`src/rtl/div_seq_pkg.sv`:
```
// rtl/div_seq_pkg.sv - shared opcodes and state encoding for the sequential divider
package div_seq_pkg;

   localparam logic [7:0] EXE_DIV_OP  = 8'b0001_1010;
   localparam logic [7:0] EXE_DIVU_OP = 8'b0001_1011;

   typedef enum logic [1:0] {
      DIV_IDLE   = 2'b00,
      DIV_ON     = 2'b01,
      DIV_ZERO   = 2'b10,
      DIV_FINISH = 2'b11
   } div_state_t;

endpackage

```
`src/rtl/div_step.sv`:
```
// rtl/div_step.sv - one restoring shift-subtract iteration on the {rem,quo} register
module div_step #(
   parameter int WIDTH = 32
) (
   input  logic [2*WIDTH-1:0] acc,
   input  logic [WIDTH-1:0]   divisor,
   output logic [2*WIDTH-1:0] acc_next
);

   logic [WIDTH:0] diff;
   logic           fits;

   // The bit shifted out of the top makes the trial remainder exceed any divisor.
   assign diff     = {1'b0, acc[2*WIDTH-2:WIDTH-1]} - {1'b0, divisor};
   assign fits     = acc[2*WIDTH-1] | ~diff[WIDTH];
   assign acc_next = fits ? {diff[WIDTH-1:0], acc[WIDTH-2:0], 1'b1}
                          : {acc[2*WIDTH-2:0], 1'b0};

endmodule

```
`src/rtl/div_seq.sv`:
```
// rtl/div_seq.sv - multi-cycle DIV/DIVU sequencer, restoring algorithm, one bit per clock
module div_seq
   import div_seq_pkg::*;
#(
   parameter int WIDTH = 32
) (
   input  logic             clk,
   input  logic             rst,
   input  logic             start,
   input  logic [7:0]       op,
   input  logic [WIDTH-1:0] a,
   input  logic [WIDTH-1:0] b,
   input  logic             annul,
   output logic             busy,
   output logic             done,
   output logic [WIDTH-1:0] hi,
   output logic [WIDTH-1:0] lo
);

   localparam int             CW   = $clog2(WIDTH) + 1;
   localparam logic [CW-1:0]  LAST = CW'(WIDTH);

   div_state_t           state, state_next;
   logic [CW-1:0]        count;
   logic [2*WIDTH-1:0]   acc, step_acc;
   logic [WIDTH-1:0]     divisor;
   logic                 neg_q, neg_r;
   logic                 accept, is_signed;
   logic [WIDTH-1:0]     a_mag, b_mag, rem_raw, quo_raw, rem_fix, quo_fix;

   assign is_signed = (op == EXE_DIV_OP);
   assign accept    = start && (is_signed || op == EXE_DIVU_OP);
   assign a_mag     = (is_signed && a[WIDTH-1]) ? -a : a;
   assign b_mag     = (is_signed && b[WIDTH-1]) ? -b : b;

   assign rem_raw   = acc[2*WIDTH-1:WIDTH];
   assign quo_raw   = acc[WIDTH-1:0];
   assign rem_fix   = neg_r ? -rem_raw : rem_raw;
   assign quo_fix   = neg_q ? -quo_raw : quo_raw;

   assign busy      = (state != DIV_IDLE);
   assign done      = (state == DIV_FINISH);

   div_step #(.WIDTH(WIDTH)) u_step (
      .acc      (acc),
      .divisor  (divisor),
      .acc_next (step_acc)
   );

   always_comb begin
      state_next = state;
      case (state)
         DIV_IDLE:   if (accept) state_next = (b == '0) ? DIV_ZERO : DIV_ON;
         DIV_ON: begin
            if (annul)              state_next = DIV_IDLE;
            else if (count == LAST) state_next = DIV_FINISH;
         end
         DIV_ZERO:   state_next = annul ? DIV_IDLE : DIV_ON;
         DIV_FINISH: state_next = DIV_IDLE;
         default:    state_next = DIV_IDLE;
      endcase
   end

   always_ff @(posedge clk or posedge rst) begin
      if (rst) begin
         state   <= DIV_IDLE;
         count   <= '0;
         acc     <= '0;
         divisor <= '0;
         neg_q   <= 1'b0;
         neg_r   <= 1'b0;
         hi      <= '0;
         lo      <= '0;
      end else begin
         state <= state_next;
         case (state)
            DIV_IDLE: begin
               if (accept) begin
                  acc     <= {{WIDTH{1'b0}}, a_mag};
                  divisor <= b_mag;
                  neg_q   <= is_signed && (a[WIDTH-1] ^ b[WIDTH-1]);
                  neg_r   <= is_signed && a[WIDTH-1];
                  count   <= '0;
               end
            end
            DIV_ON: begin
               if (!annul) begin
                  // Extra pass at count==LAST applies sign correction on the way into FINISH.
                  if (count == LAST) begin
                     hi <= rem_fix;
                     lo <= quo_fix;
                  end else begin
                     acc   <= step_acc;
                     count <= count + CW'(1);
                  end
               end
            end
            DIV_ZERO: begin
               acc   <= '0;
               count <= LAST;
            end
            default: ;
         endcase
      end
   end

endmodule

```
`config.mk`:
```
export PLATFORM = sky130hd
export DESIGN_NAME = div_seq
export DESIGN_NICKNAME = d
export VERILOG_FILES = /design/src/rtl/div_seq_pkg.sv /design/src/rtl/div_step.sv /design/src/rtl/div_seq.sv
export SDC_FILE = /design/constraint.sdc
export NUM_CORES = 1
export LEC_CHECK = 0
export CAP_MARGIN = 20
export CORE_UTILIZATION = 55
export DETAILED_ROUTE_END_ITERATION = 16
export PLACE_DENSITY = 0.81
export RECOVER_POWER = 50
export SLEW_MARGIN = 20
export SYNTH_ARGS = -nofsm -noshare
export SYNTH_HDL_FRONTEND = slang
export SYNTH_SLANG_ARGS = --single-unit
```
`constraint.sdc`:
```
create_clock -name clk -period 8.7 [get_ports clk]
set_clock_uncertainty 0.2 [all_clocks]
set_input_delay 1.74 -clock clk [delete_from_list [all_inputs] [get_ports clk]]
set_output_delay 1.74 -clock clk [all_outputs]
set_load 0.005 [all_outputs]
```
### Word level (Yosys, flattened, before mapping)

Cells that the tools add are included.

* register bits: 170
* latch bits: 0
* bits in writable memories: 0
* ROM bits: 0
* input port bits: 76
* output and inout bits: 66
* word-level logic and storage cells: 60
* memories: 0

* add/subtract/negate cells: 6
* multipliers: 0
* divide/modulo/power cells: 0
* $lt $le $gt $ge: 0
* eq/ne operators: 10
* shift-type cells: 0
* muxes and demuxes: 19
* bitwise operators: 4
* reductions and logical operators: 13

Operators with widths (number)
* 64-bit two-way mux: 4
* 64-bit one-hot mux with 3 select lines: 1
* 32-bit two-way mux: 4
* 32-bit negator: 4
* 32-bit by 32-bit subtractor with 33-bit output: 1
* 32-bit logical NOT: 1
* 6-bit two-way mux: 3
* 6-bit one-hot mux with 3 select lines: 1
* 8-bit by 5-bit equality test with 1-bit output, second input constant: 2
* 2-bit two-way mux: 4
* 2-bit one-hot mux with 4 select lines: 1
* 6-bit by 1-bit adder with 6-bit output, second input constant: 1
* 6-bit equality test, second input constant: 1
* 2-bit != test, second input constant: 3
* 2-bit equality test, second input constant: 2
* 1-bit logical AND: 4
* 2-bit AND reduction: 2
* 4-bit AND reduction: 1
* 3-bit != test, second input constant: 1
* 3-bit AND reduction: 1
* 3-bit nonzero test: 1
* 2-bit by 1-bit equality test with 1-bit output, second input constant: 1
* 2-bit logical NOT: 1
* 1-bit inverter: 2
* other kinds (5): 5

### Logic depth before layout (Yosys ltp)

* word-level depth: 7
* depth in mapped cells: 14
* gate-level depth less buffers: 12

### Hierarchy

Synthesis repeated with hierarchy kept, for this count alone.

* cell total of the unflattened synthesis: 1384
* area total of the unflattened synthesis: 11732.5 um2

By module, submodules not included
* div_seq: times used 1, cells an instance 1018, area each 9381.5 um2, seq. area each 4254.1 um2
* div_step: times used 1, cells an instance 366, area each 2351.0 um2, seq. area each 0.0 um2

### Worst setup path before layout

Ideal clock, no wire load.

* path kind: input to register
* start: in a[9]
* end: reg acc[30]
* library setup time: 136 ps
* arrival: 3899 ps
* required time: 8364 ps
* setup slack: 4465 ps
* stages on the path: 9
* path buffers: 0
* path through: or4_1 -> or4_1 -> nor3_2 -> nand3_1 -> o41ai_1 -> xor2_1 -> nor2_1 -> a21oi_1 -> o21ai_0

* longest elaborated chain between the ends: 4

RTL lines
* start: declaration: RTL line div_seq.sv:11 `input logic [WIDTH-1:0] a,`
* 32-bit negator: RTL line div_seq.sv:33 `assign a_mag = (is_signed && a[WIDTH-1]) ? -a : a;`
* 32-bit two-way mux: RTL line div_seq.sv:33
* 64-bit two-way mux: RTL line div_seq.sv:78 `if (accept) begin`
* 64-bit one-hot mux with 3 select lines: RTL line div_seq.sv:76 `case (state)`
* end signal: assignment: RTL line div_seq.sv:79 `acc <= {{WIDTH{1'b0}}, a_mag};`
* end signal: assignment: RTL line div_seq.sv:93 `acc <= step_acc;`
* end: declaration: RTL line div_seq.sv:25 `logic [2*WIDTH-1:0] acc, step_acc;`

No other way between the ends. The select of a mux whose other input is x is not followed.
A chain may end at the register's enable or synchronous reset.

==> flow_summary_export.csv <==
group,metric,value,unit
run_status,status,"finished, violations left",
run_status,violations,"capacitance limit, slew limit",
hold_path,min_path_cells,2,
layout,layout.nets,1554,
yosys,ys_seq_elements,170,
floorplanning,initial_core_util,0.5676,
clocking,clkLatencyLatePin,430,ps
routing,drtIter0Drc,760,
yosys,synthArstFlopShare,1.000,
clocking,cts_resized,0,
floorplanning,dieArea,0.02092,sq mm
timing,fmax,201.3,MHz
routing,wire_per_inst,15.93,um
yosys,yosys_warnings,0,
floorplanning,rows,51,
pwr,max-vdd-ir-drop,0.0002336,V
placed_design,gp_congestion,0.9282,
setup_path,reg2reg_from,"acc[31]",
yosys,synth_cells,1341,
setup_path,arrival,5250,ps
layout,register_area,0.004254,sq mm
yosys,syn-num-nets,1461,
hold_path,holdPathEnd,"hi[15]",
yosys,synth_largest_area_cell,"dfrtp_1",
setup_path,cp_top_family,"buffers and inverters",
pwr,p_per_area,369.1,mW/mm^2
pwr,leakage,5.801,nW
clocking,clock_path_buffers,2,
placed_design,dp_hpwl,20390,um
placed_design,portBuffers,141,
routing,vias_per_cell,5.761,
timing,rsz0062_at_grt,"false",
timing,setup_viol,0,
timing,fin_hold_ws,274.6,ps
yosys,synth_top_area_frac,0.3801,
layout,antenna_cells,0,
setup_path,critPathBufInv,3,
floorplanning,io-pin-count,142,
setup_path,reg2reg_slack,4730,ps
clocking,numCtsBuffers,17,
global_routing,grt-ovfl-total,0,
timing,hold_viol_final,0,
timing,max_slew.worst_pin.slew,3785,ps
clocking,cts.sinks,170,
yosys,synth.top_cells.by_area,"dfrtp_1, o21ai_0, nand2_1, xor2_1, ha_1",
clocking,htree_levels,4,
clocking,cts-root-buf,"clkbuf_16",
yosys,synth_edf_count,0,
setup_path,cp_slowest_cell,"clkinvlp_2",
floorplanning,fp.dieH,144.7,um
yosys,ys.flop_type,"dfrtp_1",
pwr,fin_total_pwr,0.004921,W
hold_path,hold_class,"flop to flop",
layout,syn2layout_area_growth,19.12,%
setup_path,r2r-end,"acc[45]",
clocking,ctsHoldBuffers,0,
timing,finalCritPeriodShare,0.5710,
yosys,ys_seq_area_frac,0.3801,
setup_path,worstPathCellList,"dlygate4sd3_1 -> clkinvlp_2 -> buf_6",
layout,final_common_cell,"nand2_1",
layout,multi_input_area,0.006444,sq mm
placed_design,post-place-ws,3717,ps
layout,mostFrequentLayoutCells,"nand2_1, o21ai_0, dfrtp_1, xor2_1, clkdlybuf4s50_1",
timing,relSlewSlack,-1.537,
global_routing,grt_pass1_vias,8930,
setup_path,cp_max_fo,89,
routing,drtPass1Iterations,5,
setup_path,slowest_delay,2130,ps
yosys,synth_cell_types,63,
routing,finalWirelength,27280,um
global_routing,grtUsageTotal,0.2743,
clocking,postCtsSetupRepairBufs,0,
global_routing,grt_pass1_wl,44930,um
timing,finalSetupTns,0,ps
routing,via_count,9862,
setup_path,crit_type,"primary input to async pin",
layout,drive_above_1_share,0.03870,
timing,slew_violations,90,
setup_path,ff2ff_path_depth,13,
setup_path,worst_setup_path_end_kind,"async pin",
clocking,cts_tree,"built",
timing,worst_slack,3732,ps
yosys,syn_avg_cell_area,8.346,sq um
timing,min_period,4968,ps
routing,drc,0,
floorplanning,die_x,144.7,um
setup_path,start_kind,"primary input",
setup_path,worstPathRequired,8980,ps
run,maxCapViolCount,1,
global_routing,grt_start_max_net_pins,128,
floorplanning,core,0.01972,sq mm
global_routing,antenna_found_initial,0,
yosys,netlist_area,0.01119,sq mm
layout,fill_cells,1593,
routing,postRouteAntennaNets,0,
clocking,clkTransAtPathRegs,60,ps
hold_path,worstHoldStart,"hi[15]",
==> report_power, final <==
| group | switching [W] | internal (W) | total (W) |
|---|---|---|---|
| combinational | 0.00157 | 0.00128 | 0.00285 |
| clock | 0.000332 | 0.000457 | 0.000790 |
| sequential | 0.000266 | 0.00101 | 0.00128 |
| total | 0.00217 | 0.00275 | 0.00492 |
==> routing by layer <==
layer,part of all wire,global-route usage
met3,0.058,0.04344
met1,0.49,0.4074
met4,0.013,0.07202
met5,0,0
met2,0.44,0.4142
==> per-stage QoR <==
step | utilization | area (sq um) | std cells
after detailed placement | 0.6450 | 12720 | 1680
after global placement | 0.6439 | 12700 | 1679
final | 0.6761 | 13330 | 1712
after floorplan | - | 11190 | 1341
after global routing | 0.6761 | 13330 | 1712
after CTS | 0.6761 | 13330 | 1712
==> cell families (layout without fill, tap and decap cells) <==
kind of cell             Yosys count  in the layout  share of synthesized area
AO/OA/AOI/OAI                    406            406                     0.2149
XOR/XNOR                         144            144                     0.1127
adder cells (fa/ha/maj)           44             44                    0.04986
buffers and inverters            130            236                    0.04483
flip-flops                       170            170                     0.3801
multiplexers                      32             32                    0.02873
AND/OR/NAND/NOR                  415            415                     0.1689
==> flip-flops by register name, summed over array words and instances (netlist names) <==
register,flops
hi,32
state,2
neg_q,1
count,6
neg_r,1
lo,32
acc,64
divisor,32
==> final cells by class <==
cell class / instances / share of cell area
clock buffer: 21 / 0.03604
sequential: 170 / 0.3191
tap: 265 / 0.02487
inverter: 57 / 0.01614
timing repair buffer: 147 / 0.1105
multi-input combinational: 1041 / 0.4833
clock inverter: 11 / 0.01004
==> synthesized netlist by cell type, types with 10 or more instances <==
cell type / count
mux2i_1: 31
ha_1: 43
a211oi_1: 10
nand3_1: 12
nor2b_1: 10
a21oi_1: 73
a31oi_1: 21
nand2_1: 226
clkbuf_1: 61
o21ai_0: 197
dfrtp_1: 170
inv_1: 57
nor3_1: 23
or4_1: 11
a21o_1: 17
xnor2_1: 53
nand2b_1: 13
nor2_1: 65
o31ai_1: 30
xor2_1: 91
o41ai_1: 13
nor4_1: 13
==> how the worst max path moves through the flow <==
stage	from	endpoint	slack, ps	depth (start not counted)
floorplan	rst	acc[0]	2160	1
global placement	a[7]	acc[30]	3750	10
detailed placement	a[7]	acc[30]	3720	10
CTS	a[7]	acc[30]	4150	10
global route	rst	acc[10]	3020	3
finish	rst	acc[3]	3730	3
==> tightest hold or removal path, delay by kind of cell, from the launching register on <==
| kind | cells | cell delay, ps |
|---|---|---|
| DFF | 1 | 330 |
| AOI/OAI and AO/OA | 1 | 60 |
| and+or+nand+nor | 1 | 50 |
(Power assumes the default switching activity.)
==> edit (config.mk and constraints unchanged) <==
Put a register stage on the outputs `busy` and `done`, with the module's reset. The values now appear one clock later. The other outputs are not delayed to match.
--- a/src/rtl/div_seq.sv
+++ b/src/rtl/div_seq.sv
@@ -39,6 +39,13 @@
    assign quo_fix   = neg_q ? -quo_raw : quo_raw;
 
-   assign busy      = (state != DIV_IDLE);
-   assign done      = (state == DIV_FINISH);
+   always_ff @(posedge clk or posedge rst) begin
+      if (rst) begin
+         busy <= '0;
+         done <= '0;
+      end else begin
+         busy <= (state != DIV_IDLE);
+         done <= (state == DIV_FINISH);
+      end
+   end
 
    div_step #(.WIDTH(WIDTH)) u_step (
Formal check against the unedited RTL: not equivalent (a bounded check fails within 4 cycles, from zero or initial values and one cycle with rst high).
==> edit against the original RTL <==
The run still ends with max-capacitance violations, max-slew violations left; first-iteration DRC count grew 14%; via count grew 1.4%; global-route usage grew 0.40 points; routed wire length grew 2.1%; synthesized cell count grew 0.60%; final cell count grew 0.88%; register-to-register slack lost 160 ps; setup slack lost 730 ps; area after synthesis grew 0.26%; cell area grew 0.58%; sequential cell count grew 2; total power grew 16%; critical path type unchanged.
==> edit: results (changes against the original RTL) <==
- Max IR drop VDD: 0.4643 mV (+99%)
- Post-synthesis sequential area ratio: 38.36% (+0.35 points)
- Routed wl met2: 12.22 mm (+2.0%)
- Max-Cap Viols: 1 (unchanged)
- Initial DRC count: 868 (+14%)
- Placed cell count: 1,694 (+0.83%)
- Post-CTS Setup Inserts: 0 (unchanged)
- Cells after synthesis: 1,349 (+0.60%)
- Via count: 9,999 (+1.4%)
- Commonest cells in the netlist: nand2_1, o21ai_0, dfrtp_1
- Vias in the first global route: 9,105 (+2.0%)
- Share of cells above drive strength 1: 4.514% (+0.64 points)
- Num CTS Buffers: 17 (unchanged)
- Wire length per cell: 16.13 um (+1.2%)
- Top cells by area, synth: dfrtp_1, o21ai_0, nand2_1
- CP arrival: 5960 ps (+710 ps)
- Routed wire length: 27.86 mm (+2.1%)
- M1 WL: 13.52 mm (+1.2%)
- Status: finished with violations
- First-pass GRT wire length: 45.48 mm (+1.2%)
- Max FFs per register: 64 (unchanged)
- Largest net degree at the start of global routing: 129 (+0.78%)
- Failing checks: max-capacitance violations, max-slew violations
- Total GRT Usage: 27.83% (+0.40 points)
- First-pass DRT Iterations: 7 (+2)
- CP Max Fanout: 106 (+19%)
- Distinct cells, synth: 75 (+19%)
- CP max stage cell: clkinvlp_2
- Slew @ Worst Pin: 4641 ps (+856.0 ps)
- Detailed placement HPWL: 20.37 mm (-0.11%)
- Final Net Count: 1,569 (+0.97%)
- Net Count, Synth: 1,469 (+0.55%)
- GPL Wtd Cong: 0.9102 (-1.9%)
- Fillers: 1,619 (+1.6%)
- DR WL met3: 1.666 mm (+5.5%)
- Slew Viols, Final: 107 (+19%)
- Pre-CTS WS: 3761 ps (+43.08 ps)
- CP peak stage delay: 2550 ps (+420 ps)
- LEAKAGE: 0.005755 uW (-0.79%)
edit: worst max-delay path: cells and delay by family:
family / cells / cell delay [ps]
buffers and inverters: 3 / 4090
edit: path summary, 6_finish.rpt:
path | startpoint | endpoint | slack [ps] | cells after the start
max | rst | acc[3]$_DFFE_PP0P_ | 3000 | 3
min | hi[4]$_DFFE_PP0P_ | hi[4]$_DFFE_PP0P_ | 270 | 2
max reg2reg | acc[31]$_DFFE_PP0P_ | acc[46]$_DFFE_PP0P_ | 4570 | 13
min reg2reg | hi[4]$_DFFE_PP0P_ | hi[4]$_DFFE_PP0P_ | 270 | 2
max in group clk | op[5] | acc[30]$_DFFE_PP0P_ | 4100 | 11
min in group asynchronous | rst | hi[12]$_DFFE_PP0P_ | 2930 | 2
edit: layout make-up:
| type | count | area share, % |
|---|---|---|
| multi-input combinational | 1052 | 48.16 |
| clock buffer | 18 | 3.275 |
| inverter | 60 | 1.689 |
| timing repair buffer | 146 | 10.93 |
| clock inverter | 14 | 1.381 |
| tap | 265 | 2.473 |
| sequential | 172 | 32.10 |
edit: cell families after synthesis:
logic type | count (synthesis) | synth area share (%)
adders and majority gates | 44 | 4.973
xor gates and xnor gates | 146 | 11.40
and+or+nand+nor | 427 | 17.42
AOI/OAI and AO/OA | 428 | 22.84
DFF | 172 | 38.36
muxes | 7 | 0.6245
buffers and inverters | 125 | 4.393
edit: per-layer routing:
metal | vias up | global-route usage, %
met5 | - | 0
met4 | 0 | 8.587
met3 | 38 | 4.574
met2 | 338 | 41.78
met1 | 4693 | 40.88
li1 | 4930 | -
edit: power by group:
part	total [uW]	internal, uW	switching [uW]	leakage [uW]
Combinational	3580	1470	2110	0.00311
Clock	811	466	345	0.000307
Sequential	1320	1030	295	0.00234
edit: metrics by stage:
step / instance area (um^2) / hold WS [ps] / power, uW
global placement: 12740 / 259.9 / 4765
finish: 13410 / 271.3 / 5713
CTS: 13370 / 284.7 / 5680
floorplan: 11220 / 249.8 / 3996
global route: 13410 / 302.7 / 6215
detailed placement: 12740 / 269.6 / 4856
